[src/rtl/rvvi_ack_parser.sv]
// rvvi_ack_parser
//   Parses RVVI acknowledge frames arriving on a 32-bit receive AXI stream
//   (no ready; every valid beat is consumed). Words 0-3 are checked against
//   the expected Ethernet header, words 4-6 carry the 64-bit frame count and
//   the 32-bit inter-packet delay (most-significant byte first), and anything
//   after word 6 is padding. One cycle after the Rlast beat, Valid pulses for
//   an accepted frame or Error pulses for a rejected one.
//
//   Ports
//     clk, reset            clock, asynchronous active-high reset
//     RvviAxiRdata/Rstrb    beat data / byte keep (frame byte k on lane k%4)
//     RvviAxiRlast/Rvalid   last beat of frame / beat valid
//     DstMac, SrcMac,
//     EthType, AckType      expected header values (quasi-static)
//     Valid, Error          accept / reject pulses
//     FrameCount            low FRAME_COUNT_WIDTH bits of last accepted count
//     InterPacketDelay      last accepted delay (2 after reset)
//     AcceptCount,
//     RejectCount           saturating statistics
//
//   Configuration
//     RVVI_ACK_STATS_EN     when defined, AcceptCount/RejectCount count frames;
//                           otherwise they are tied to 0 and no counters exist.
module rvvi_ack_parser #(
  parameter int unsigned FRAME_COUNT_WIDTH = 64
) (
  input  logic                         clk,
  input  logic                         reset,
  input  logic [31:0]                  RvviAxiRdata,
  input  logic [3:0]                   RvviAxiRstrb,
  input  logic                         RvviAxiRlast,
  input  logic                         RvviAxiRvalid,
  input  logic [47:0]                  DstMac,
  input  logic [47:0]                  SrcMac,
  input  logic [15:0]                  EthType,
  input  logic [15:0]                  AckType,
  output logic                         Valid,
  output logic [FRAME_COUNT_WIDTH-1:0] FrameCount,
  output logic [31:0]                  InterPacketDelay,
  output logic                         Error,
  output logic [15:0]                  AcceptCount,
  output logic [15:0]                  RejectCount
);

  typedef enum logic [1:0] {
    HDR,
    PAYLOAD,
    PAD,
    DROP
  } state_e;

  // Lane k carries frame byte 4*w+k, so a big-endian field word is the
  // byte-reversed beat.
  function automatic logic [31:0] bswap(input logic [31:0] w);
    return {w[7:0], w[15:8], w[23:16], w[31:24]};
  endfunction

  state_e      state_q, state_d;
  logic [2:0]  widx_q, widx_d;
  logic [31:0] cnt_hi_q, cnt_hi_d;
  logic [31:0] cnt_lo_q, cnt_lo_d;
  logic [31:0] dly_q, dly_d;

  logic                         valid_q;
  logic                         error_q;
  logic [FRAME_COUNT_WIDTH-1:0] fcount_q;
  logic [31:0]                  ipd_q;

  logic [127:0] hdr;
  logic [31:0]  exp_word;
  logic [31:0]  beat_be;
  logic [63:0]  cnt64;
  logic         strb_ok;
  logic         accept;
  logic         reject;

  assign hdr     = {DstMac, SrcMac, EthType, AckType};
  assign beat_be = bswap(RvviAxiRdata);
  assign strb_ok = (RvviAxiRstrb == 4'hF);

  always_comb begin
    exp_word = '0;
    case (widx_q[1:0])
      2'd0: exp_word = bswap(hdr[127:96]);
      2'd1: exp_word = bswap(hdr[95:64]);
      2'd2: exp_word = bswap(hdr[63:32]);
      2'd3: exp_word = bswap(hdr[31:0]);
      default: exp_word = '0;
    endcase
  end

  always_comb begin
    state_d  = state_q;
    widx_d   = widx_q;
    cnt_hi_d = cnt_hi_q;
    cnt_lo_d = cnt_lo_q;
    dly_d    = dly_q;
    accept   = 1'b0;
    reject   = 1'b0;

    if (RvviAxiRvalid) begin
      if (RvviAxiRlast) begin
        widx_d = '0;
      end else if (widx_q != 3'd7) begin
        widx_d = widx_q + 3'd1;
      end

      case (state_q)
        HDR: begin
          if (!strb_ok || (RvviAxiRdata != exp_word)) begin
            state_d = DROP;
          end else if (widx_q == 3'd3) begin
            state_d = PAYLOAD;
          end
        end
        PAYLOAD: begin
          if (!strb_ok) begin
            state_d = DROP;
          end else begin
            case (widx_q)
              3'd4:    cnt_hi_d = beat_be;
              3'd5:    cnt_lo_d = beat_be;
              default: dly_d    = beat_be;
            endcase
            if (widx_q == 3'd6) begin
              state_d = PAD;
            end
          end
        end
        PAD: begin
        end
        DROP: begin
        end
        default: state_d = DROP;
      endcase

      // Every Rlast ends the frame; anything short of a complete word 6
      // (runt, header/strobe failure) is a reject.
      if (RvviAxiRlast) begin
        state_d = HDR;
        accept  = (state_q == PAD) ||
                  ((state_q == PAYLOAD) && (widx_q == 3'd6) && strb_ok);
        reject  = !accept;
      end
    end
  end

  assign cnt64 = {cnt_hi_d, cnt_lo_d};

  always_ff @(posedge clk or posedge reset) begin
    if (reset) begin
      state_q  <= HDR;
      widx_q   <= '0;
      cnt_hi_q <= '0;
      cnt_lo_q <= '0;
      dly_q    <= '0;
      valid_q  <= 1'b0;
      error_q  <= 1'b0;
      fcount_q <= '0;
      ipd_q    <= 32'd2;
    end else begin
      state_q  <= state_d;
      widx_q   <= widx_d;
      cnt_hi_q <= cnt_hi_d;
      cnt_lo_q <= cnt_lo_d;
      dly_q    <= dly_d;
      valid_q  <= accept;
      error_q  <= reject;
      if (accept) begin
        fcount_q <= cnt64[FRAME_COUNT_WIDTH-1:0];
        ipd_q    <= dly_d;
      end
    end
  end

  assign Valid            = valid_q;
  assign Error            = error_q;
  assign FrameCount       = fcount_q;
  assign InterPacketDelay = ipd_q;

`ifdef RVVI_ACK_STATS_EN
  logic [15:0] acc_cnt_q;
  logic [15:0] rej_cnt_q;

  always_ff @(posedge clk or posedge reset) begin
    if (reset) begin
      acc_cnt_q <= '0;
      rej_cnt_q <= '0;
    end else begin
      if (accept && (acc_cnt_q != '1)) begin
        acc_cnt_q <= acc_cnt_q + 16'd1;
      end
      if (reject && (rej_cnt_q != '1)) begin
        rej_cnt_q <= rej_cnt_q + 16'd1;
      end
    end
  end

  assign AcceptCount = acc_cnt_q;
  assign RejectCount = rej_cnt_q;
`else
  assign AcceptCount = '0;
  assign RejectCount = '0;
`endif

endmodule

[config.mk]
export PLATFORM = sky130hd
export DESIGN_NAME = rvvi_ack_parser
export DESIGN_NICKNAME = d
export VERILOG_FILES = /design/src/rtl/rvvi_ack_parser.sv
export SDC_FILE = /design/constraint.sdc
export NUM_CORES = 1
export LEC_CHECK = 0
export CAP_MARGIN = 0
export CELL_PAD_IN_SITES_DETAIL_PLACEMENT = 1
export CELL_PAD_IN_SITES_GLOBAL_PLACEMENT = 2
export CORE_MARGIN = 2
export CORE_UTILIZATION = 33
export CTS_BUF_LIST = sky130_fd_sc_hd__clkbuf_8
export DETAILED_ROUTE_END_ITERATION = 16
export GPL_TIMING_DRIVEN = 1
export PLACE_DENSITY = 0.95
export SLEW_MARGIN = 15
export SYNTH_ARGS = -nofsm -noshare
export SYNTH_HDL_FRONTEND = slang
export SYNTH_SLANG_ARGS = --single-unit
[constraint.sdc]
create_clock -name clk -period 10.45 [get_ports clk]
set_input_delay 2.09 -clock clk [delete_from_list [all_inputs] [get_ports clk]]
set_output_delay 2.09 -clock clk [all_outputs]
set_load 0.05 [all_outputs]
==> flow_summary.toml, run 1 <==
[status]
status = "finished clean"

[worst_setup_path]
required_ns = 10.80
ff2ff_path_depth = 9
r2r_start = "widx_q[0]"
worstSetupPathType = "in2reg"
endpoint_kind = "flip-flop"
reg2reg_to = "state_q[1]"
slowest_stage = "nand3_2"
path_common_cell = "mux2_2"
cp-start-kind = "input pin"
r2r_setup_slack_ns = 6.64
cp_max_fo = 36
arrival_ns = 4.86
crit_path_cell_trace = "clkdlybuf4s50_1 -> nand4_2 -> nor3_4 -> nand3_2 -> mux2_2 -> mux2_2"
critical-path-max-stage-delay_ns = 0.89

[finish]
drive_gt1_share_pct = 23.2
area_growth_pct = 35.1
nets = 1117
fin_area_um2 = 12300
fill_cells = 2826

[cts]
clockBufferDepth = 2
numCtsBuffers = 17
postCtsSetupBuffers = 0
cts_tree = "built"
cts_hold_buf = 0
clk_pin_slew_ns = 0.10
htree_levels = 4
clk_latency_ns = 0.47
cts.sinks = 199
cts_root_buf = "clkbuf_8"
ctsResizeCount = 0

[hold_path]
worstHoldPathCells = 1
hold_path_end = "cnt_lo_q[28]"
hold_class = "reg2reg"
hp-start = "cnt_lo_q[28]"

[logic_synthesis]
async_reset_ff_share_pct = 100
ys_types = 50
ys.flop_type = "dfrtp_1"
syn-cell-area_um2 = 9100
yosys_register_bits = 199
netlist.area_leader.share_pct = 54.4
yosys.area.top_type = "dfrtp_1"
yosysSeqAreaShare_pct = 54.7
synth_edf_count = 0
yosys_warnings = 0
synth_area_per_cell_um2 = 13.1
synth_area_leaders = "dfrtp_1 (54%), mux2_2 (22%), a222oi_1 (3.1%)"
synth_cells = 694

[global_routing]
grt_pass1_wl_um = 45100
antenna_found_initial = 8
grt_pass1_vias = 7282
grt_use_total_pct = 21.0
grt_max_degree = 122
grt_overflow = 0

[floorplan]
core_area_um2 = 27000
initial_core_util_pct = 33.7
io_pins = 298
die_w_um = 170
rows = 60
die_area_um2 = 28900
die_h_um = 170

[sta]
setup_viol = 0
fin_crit_sh_pct = 43.1
slew_headroom_pct = 29.3
finalHoldViolCount = 0
hold_slack_ns = 0.498
skew_ns = 0.0179
tns_ns = 0
grt_setup_unrepaired = "no"
slew_viol_final = 0
fmaxAchievable_mhz = 222
tightest_slew_ns = 1.06
layout_min_cycle_time_ns = 4.50

[pwr]
irDropWorstVdd_mv = 0.0951
power_density_nw_per_um2 = 163
p_leak_nw = 5.61

[placement]
place_congestion = 0.830
dpl_cell_area_um2 = 11900
io_buffers = 265
dp_hpwl_um = 21800

[routing]
routed_wl_um = 30000
vias = 6598
antenna_left = 0
dr.pass1.iters = 6
wl_per_cell_um = 23.1
via_per_inst = 5.08
drt_iter0_drc = 373
drc = 0

[job]
drv_cap = 0
kinds of logic after synthesis:
group                    synth area share (%)
AO/OA/AOI/OAI                            8.89
XOR/XNOR                                 1.44
adder cells (fa/ha/maj)                 0.962
buffers and inverters                    5.82
flip-flops                               54.7
multiplexers                             22.1
other                                  0.0412
AND/OR/NAND/NOR                          5.97
layout by cell type, fill, tap and decap left out, types with 9 or more instances in the layout:
cell / n
clkbuf_8: 17
xnor2_1: 12
a21oi_1: 17
mux2_2: 174
a222oi_1: 28
nor2b_1: 25
nand2_1: 30
clkdlybuf4s50_1: 265
a31oi_1: 9
o21ai_0: 24
dfrtp_1: 198
nand4_1: 9
conb_1: 32
inv_1: 17
worst max-delay path: cells and delay by family:
family	cells	cell delay [ns]
and+or+nand+nor	3	1.39
muxes	2	0.90
buffers and inverters	1	0.48
how the worst max path moves through the flow:
stage	depth (start not counted)	to	startpoint
final	6	InterPacketDelay[29]	RvviAxiRstrb[2]
after global routing	6	InterPacketDelay[29]	RvviAxiRstrb[2]
after CTS	6	InterPacketDelay[27]	RvviAxiRstrb[2]
after detailed placement	6	InterPacketDelay[27]	RvviAxiRstrb[2]
after global placement	6	InterPacketDelay[8]	RvviAxiRstrb[2]
after floorplan	1	Error	reset
layout make-up:
| cell class | instances | area (um^2) | share of cell area [%] |
|---|---|---|---|
| inverters | 19 | 78.8 | 0.641 |
| repair buffers | 269 | 2680 | 21.8 |
| diodes | 5 | 12.5 | 0.102 |
| well taps | 341 | 427 | 3.47 |
| clock inverters | 14 | 154 | 1.25 |
| multi-input cells | 436 | 3720 | 30.3 |
| flip-flops and latches | 199 | 4980 | 40.5 |
| clock buffers | 17 | 234 | 1.90 |
registers in the layout, indices dropped and copies added (netlist names):
register          flops
FrameCount           64
InterPacketDelay     32
cnt_hi_q             32
cnt_lo_q             32
dly_q                32
widx_q                3
state_q               2
Error                 1
Valid                 1
cells in the mapped netlist (3+ instances only):
library cell	count
nor4_1	3
nand2b_1	6
nand3_1	6
xor2_1	3
ha_1	7
a22oi_1	4
o2111ai_1	4
o21ai_0	24
mux2_1	5
buf_2	21
nor2b_1	26
dfrtp_1	198
buf_6	4
nand2_1	30
a222oi_1	28
mux2_2	174
buf_4	36
xnor2_1	12
a31oi_1	9
a211oi_1	6
nand4_1	9
clkbuf_1	9
nor3_1	4
inv_1	18
a21oi_1	17
stage by stage:
stage | instances | total power [mW] | worst slack, ns | util, %
2_1_floorplan | 725 | 1.28 | 2.94 | -
3_3_place_gp | 1264 | 1.51 | 5.52 | 44.0
3_5_place_dp | 1264 | 1.53 | 5.43 | 44.0
4_1_cts | 1295 | 2.02 | 5.92 | 45.4
5_1_grt | 1299 | 2.10 | 5.79 | 45.5
6_report | 1300 | 2.00 | 5.95 | 45.5
metal layers:
metal	global-route usage [%]	vias up	wire length [um]
met4	5.39	6	578
met3	5.23	28	1620
li1	-	2964	-
met1	25.5	3391	12500
met2	37.1	209	15300
met5	0	-	34
power breakdown:
part / switching, mW / total (mW) / internal, mW
registers: 0.0296 / 0.848 / 0.818
clock network: 0.316 / 0.495 / 0.180
logic: 0.409 / 0.659 / 0.250
total: 0.755 / 2.00 / 1.25
Note: power is estimated with default switching activity, not from simulation.
==> run 2, diff against run 1 <==
--- a/config.mk
+++ b/config.mk
@@ -9,11 +9,11 @@
 export CELL_PAD_IN_SITES_DETAIL_PLACEMENT = 1
 export CELL_PAD_IN_SITES_GLOBAL_PLACEMENT = 2
 export CORE_MARGIN = 2
-export CORE_UTILIZATION = 33
+export CORE_UTILIZATION = 28
 export CTS_BUF_LIST = sky130_fd_sc_hd__clkbuf_8
 export DETAILED_ROUTE_END_ITERATION = 16
 export GPL_TIMING_DRIVEN = 1
-export PLACE_DENSITY = 0.95
+export PLACE_DENSITY = 0.89
 export SLEW_MARGIN = 15
 export SYNTH_ARGS = -nofsm -noshare
 export SYNTH_HDL_FRONTEND = slang
==> constraint.sdc (replaced) <==
create_clock -name clk -period 4 [get_ports clk]
set_input_delay 0.8 -clock clk [delete_from_list [all_inputs] [get_ports clk]]
set_output_delay 0.8 -clock clk [all_outputs]
set_load 0.05 [all_outputs]
==> flow_summary.toml, run 2 (synthesis gave the netlist of run 1 again) <==
[status]
status = "finished clean"

[cts]
clk_latency_ns = 0.48
clk_pin_slew_ns = 0.10
ctsResizeCount = 0
cts_root_buf = "clkbuf_8"
clockBufferDepth = 2
cts.sinks = 199
cts_tree = "built"
htree_levels = 4
postCtsSetupBuffers = 0
cts_hold_buf = 0
numCtsBuffers = 17

[finish]
drive_gt1_share_pct = 23.8
final_common_cell = "clkdlybuf4s50_1"
layout_common_cells = "clkdlybuf4s50_1 (265), dfrtp_1 (198), mux2_2 (174)"
nets = 1124
fill_cells = 3424
largest_reg_flops = 64
layout.cells.non_filler = 1409
area_growth_pct = 37.6

[sta]
skew_ns = 0.0108
fin_crit_sh_pct = 80.2
finalHoldViolCount = 0
post-route-worst-setup-slack_ns = 0.790
tns_ns = 0
hold_slack_ns = 0.496
slew_headroom_pct = 36.1
grt_setup_unrepaired = "no"
fmaxAchievable_mhz = 312
slew_viol_final = 0
tightest_slew_ns = 0.959
setup_viol = 0
layout_min_cycle_time_ns = 3.21

[worst_setup_path]
worstSetupPathType = "reg2reg"
required_ns = 4.37
r2r_start = "widx_q[0]"
cp-start-kind = "flip-flop"
endpoint_kind = "flip-flop"
critical-path-max-stage-delay_ns = 0.83
cp_max_fo = 33
ff2ff_path_depth = 9
r2r_setup_slack_ns = 0.79
slowest_stage = "ha_2"
arrival_ns = 3.58
reg2reg_to = "state_q[1]"
crit_path_cell_trace = "inv_1 -> ha_2 -> a222oi_1 -> a21oi_1 -> xnor2_1 -> o2111ai_1 -> nor4_1 -> nand4_1 -> a22o_1"

[job]
drv_cap = 0

[pwr]
clockPowerShare_pct = 24.9
power_density_nw_per_um2 = 423
p_int_mw = 3.38
p_comb_share_pct = 33.3
switching_share_pct = 36.3
p_leak_nw = 5.65
irDropWorstVdd_mv = 0.209
seq_power_share_pct = 41.8
power.total_mw = 5.30
p_sw_mw = 1.93

[floorplan]
initial_core_util_pct = 28.2
die_w_um = 184
core_area_um2 = 32300
io_pins = 298
rows = 66
die_area_um2 = 34000
die_h_um = 184

[hold_path]
hold_path_end = "cnt_hi_q[3]"
hp-start = "cnt_hi_q[3]"
hold_class = "reg2reg"
worstHoldPathCells = 1

[global_routing]
grt_max_degree = 114
grt_use_total_pct = 18.3
antenna_found_initial = 6
grt_pass1_wl_um = 45100
grt_pass1_vias = 7214
grt_overflow = 0

[placement]
io_buffers = 265
dp_hpwl_um = 23000
pre_cts_ws_ns = 0.625
dpl.cell_count = 1372
place_congestion = 0.766

[routing]
dr.pass1.iters = 5
routed_wl_um = 30600
vias = 6692
drc = 0
wl_per_cell_um = 21.7
via_per_inst = 4.75
antenna_left = 0
drt_iter0_drc = 351
## run 2: power groups by stage
stage / logic, mW / clock network [mW] / registers, mW
after floorplan: 0.888 / 0 / 2.46
after global placement: 1.75 / 0 / 2.24
after detailed placement: 1.78 / 0 / 2.25
after CTS: 1.78 / 1.37 / 2.22
after global routing: 1.89 / 1.44 / 2.23
final: 1.77 / 1.32 / 2.21
## run 2: worst max path at each step
| stage | from | to | slack [ns] | cells after the start |
|---|---|---|---|---|
| after global placement | RvviAxiRdata[4] | state_q[1] | 0.71 | 8 |
| after detailed placement | RvviAxiRdata[4] | state_q[1] | 0.62 | 8 |
| after CTS | widx_q[0] | state_q[1] | 0.73 | 9 |
| final | widx_q[0] | state_q[1] | 0.79 | 9 |
| after global routing | widx_q[0] | state_q[1] | 0.54 | 9 |
| after floorplan | reset | Error | 0.63 | 1 |
## run 2: cell type report
class                           instances  area, um^2  share of cell area, %
Clock inverter                         14         148                   1.18
Tap cell                              442         553                   4.41
Antenna cell                            5        12.5                 0.0999
Sequential cell                       199        4980                   39.8
Inverter                               19        75.1                  0.599
Multi-Input combinational cell        436        3720                   29.7
Timing Repair Buffer                  276        2790                   22.2
Clock buffer                           18         248                   1.98
## run 2: worst max-delay path: cells and delay by family, from the launching register on
family,cells,cell delay [ns]
AO/OA/AOI/OAI,4,0.92
adder cells (fa/ha/maj),1,0.83
AND/OR/NAND/NOR,2,0.50
flip-flops,1,0.44
XOR/XNOR,1,0.26
buffers and inverters,1,0.13
## run 2: routing by layer
layer  track usage, %  vias up  part of all wire, %
met1             22.3     3438                   41
met4             6.82        2                  2.5
li1                 -     2988                    -
met3             4.35       37                  5.8
met2             31.2      227                   50
met5                0        -                0.052
## run 2: per-stage QoR
step / instance area, um^2 / util [%]
finish: 12500 / 38.8
global route: 12500 / 38.8
CTS: 12500 / 38.8
detailed placement: 12100 / 37.5
global placement: 12100 / 37.5
floorplan: 9220 / -
==> run 3, diff against run 2 <==
--- a/config.mk
+++ b/config.mk
@@ -9,11 +9,11 @@
 export CELL_PAD_IN_SITES_DETAIL_PLACEMENT = 1
 export CELL_PAD_IN_SITES_GLOBAL_PLACEMENT = 2
 export CORE_MARGIN = 2
-export CORE_UTILIZATION = 28
+export CORE_UTILIZATION = 31
 export CTS_BUF_LIST = sky130_fd_sc_hd__clkbuf_8
 export DETAILED_ROUTE_END_ITERATION = 16
 export GPL_TIMING_DRIVEN = 1
-export PLACE_DENSITY = 0.89
+export PLACE_DENSITY = 0.93
 export SLEW_MARGIN = 15
 export SYNTH_ARGS = -nofsm -noshare
 export SYNTH_HDL_FRONTEND = slang
==> constraint.sdc (replaced) <==
create_clock -name clk -period 3.1 [get_ports clk]
set_input_delay 0.62 -clock clk [delete_from_list [all_inputs] [get_ports clk]]
set_output_delay 0.62 -clock clk [all_outputs]
set_load 0.05 [all_outputs]
==> flow_summary.toml, run 3 (synthesis gave the netlist of run 1 again) <==
[status]
status = "finished clean"

[placement]
pre_cts_ws_ns = 0.0177
dp_hpwl_um = 23000
place_congestion = 0.792
io_buffers = 265
dpl_cell_area_um2 = 12300

[pwr]
p_leak_nw = 5.79
power_density_nw_per_um2 = 543
irDropWorstVdd_mv = 0.329

[hold_path]
hold_path_end = "cnt_hi_q[2]"
hp-start = "cnt_hi_q[2]"
hold_class = "reg2reg"
worstHoldPathCells = 1

[sta]
tightest_slew_ns = 0.594
skew_ns = 0.0147
layout_min_cycle_time_ns = 2.95
grt_setup_unrepaired = "no"
finalHoldViolCount = 0
post-route-worst-setup-slack_ns = 0.151
slew_viol_final = 0
fmaxAchievable_mhz = 339
fin_crit_sh_pct = 95.1
slew_headroom_pct = 60.4
setup_viol = 0

[cts]
cts_root_buf = "clkbuf_8"
clockBufferDepth = 2
clk_latency_ns = 0.46
clk_pin_slew_ns = 0.11
numCtsBuffers = 17
cts_tree = "built"
cts_hold_buf = 0
cts.sinks = 199
htree_levels = 4

[global_routing]
grt_pass1_wl_um = 45700
antenna_found_initial = 12
grt_overflow = 0
grt_max_degree = 104
grt_pass1_vias = 7450
grt_use_total_pct = 20.0

[floorplan]
die_area_um2 = 30700
initial_core_util_pct = 31.6
die_w_um = 175
die_h_um = 175
rows = 62
io_pins = 298
core_area_um2 = 28800

[routing]
via_per_inst = 4.92
wl_met2_um = 15200
drc = 0
vias = 6780
dr.pass1.iters = 6
top_layer_used = "met5"
routed_wl_um = 30300
antenna_left = 0
m1WireLength_um = 12100
wl_per_cell_um = 21.9
drt_iter0_drc = 323
wl_met3_um = 1970

[worst_setup_path]
arrival_ns = 3.29
crit_path_cell_trace = "inv_1 -> ha_4 -> buf_4 -> a222oi_1 -> buf_4 -> nand2_1 -> o211ai_1 -> o2111ai_1 -> nor4_1 -> nand4_1 -> a22o_1"
worstSetupPathType = "reg2reg"
critical-path-max-stage-delay_ns = 0.45
ff2ff_path_depth = 11
cp_max_fo = 24
reg2reg_to = "state_q[1]"
required_ns = 3.44
r2r_setup_slack_ns = 0.15
slowest_stage = "dfrtp_1"
r2r_start = "widx_q[1]"
cp-start-kind = "flip-flop"
endpoint_kind = "flip-flop"
cp_top_family = "compound AO/OA/AOI/OAI gates"
critPathBufInv = 3
path_common_cell = "buf_4"

[job]
drv_cap = 0

[finish]
final_util_pct = 44.2
area_growth_pct = 39.7
final_common_cell = "clkdlybuf4s50_1"
fin_area_um2 = 12700
layout_common_cells = "clkdlybuf4s50_1 (265), dfrtp_1 (197), mux2_2 (174)"
largest_reg_flops = 64
drive_gt1_share_pct = 25.6
nets = 1147
==> run 3: area by class of cell <==
type,instances,area (um^2)
clock buffers,17,234
clock inverters,15,143
fillers,3022,16100
multi-input cells,436,3740
repair buffers,299,3030
inverters,19,75.1
flip-flops and latches,199,4980
well taps,384,480
diodes,10,25.0
==> run 3: stage by stage <==
| step | setup TNS [ns] | cells | total power [mW] | hold slack (ns) |
|---|---|---|---|---|
| floorplan | -18.52 | 725 | 4.33 | 0.449 |
| global placement | 0 | 1333 | 5.25 | 0.466 |
| detailed placement | 0 | 1333 | 5.30 | 0.474 |
| CTS | 0 | 1365 | 6.96 | 0.501 |
| global route | 0 | 1377 | 7.27 | 0.505 |
| finish | 0 | 1379 | 6.90 | 0.499 |
==> run 3: worst max-delay path by stage <==
stage	end	slack, ns	start	cells after the start
after CTS	state_q[1]	0.12	widx_q[1]	11
after detailed placement	state_q[1]	0.02	widx_q[0]	10
final	state_q[1]	0.15	widx_q[1]	11
after global placement	state_q[1]	0.12	widx_q[1]	11
after floorplan	Error	-0.09	reset	1
after global routing	state_q[1]	0.02	widx_q[1]	11
==> run 3: repair_timing <==
item / 4_1_cts / 5_1_grt
setup endpoints to repair: 1 / 2
resized for setup: 2 / 1
buffers inserted: 0 / 4
pin swaps: 0 / 2
==> run 3: per-layer routing <==
metal | vias up | GRT usage [%]
li1 | 3045 | -
met1 | 3458 | 23.8
met2 | 224 | 34.1
met3 | 49 | 5.43
met4 | 4 | 8.30
met5 | - | 0
==> run 3: power breakdown <==
group	internal (mW)	total, mW	switching (mW)
Combinational	1.01	2.43	1.42
Sequential	2.76	2.86	0.101
Clock	0.596	1.62	1.02
Total	4.36	6.90	2.54
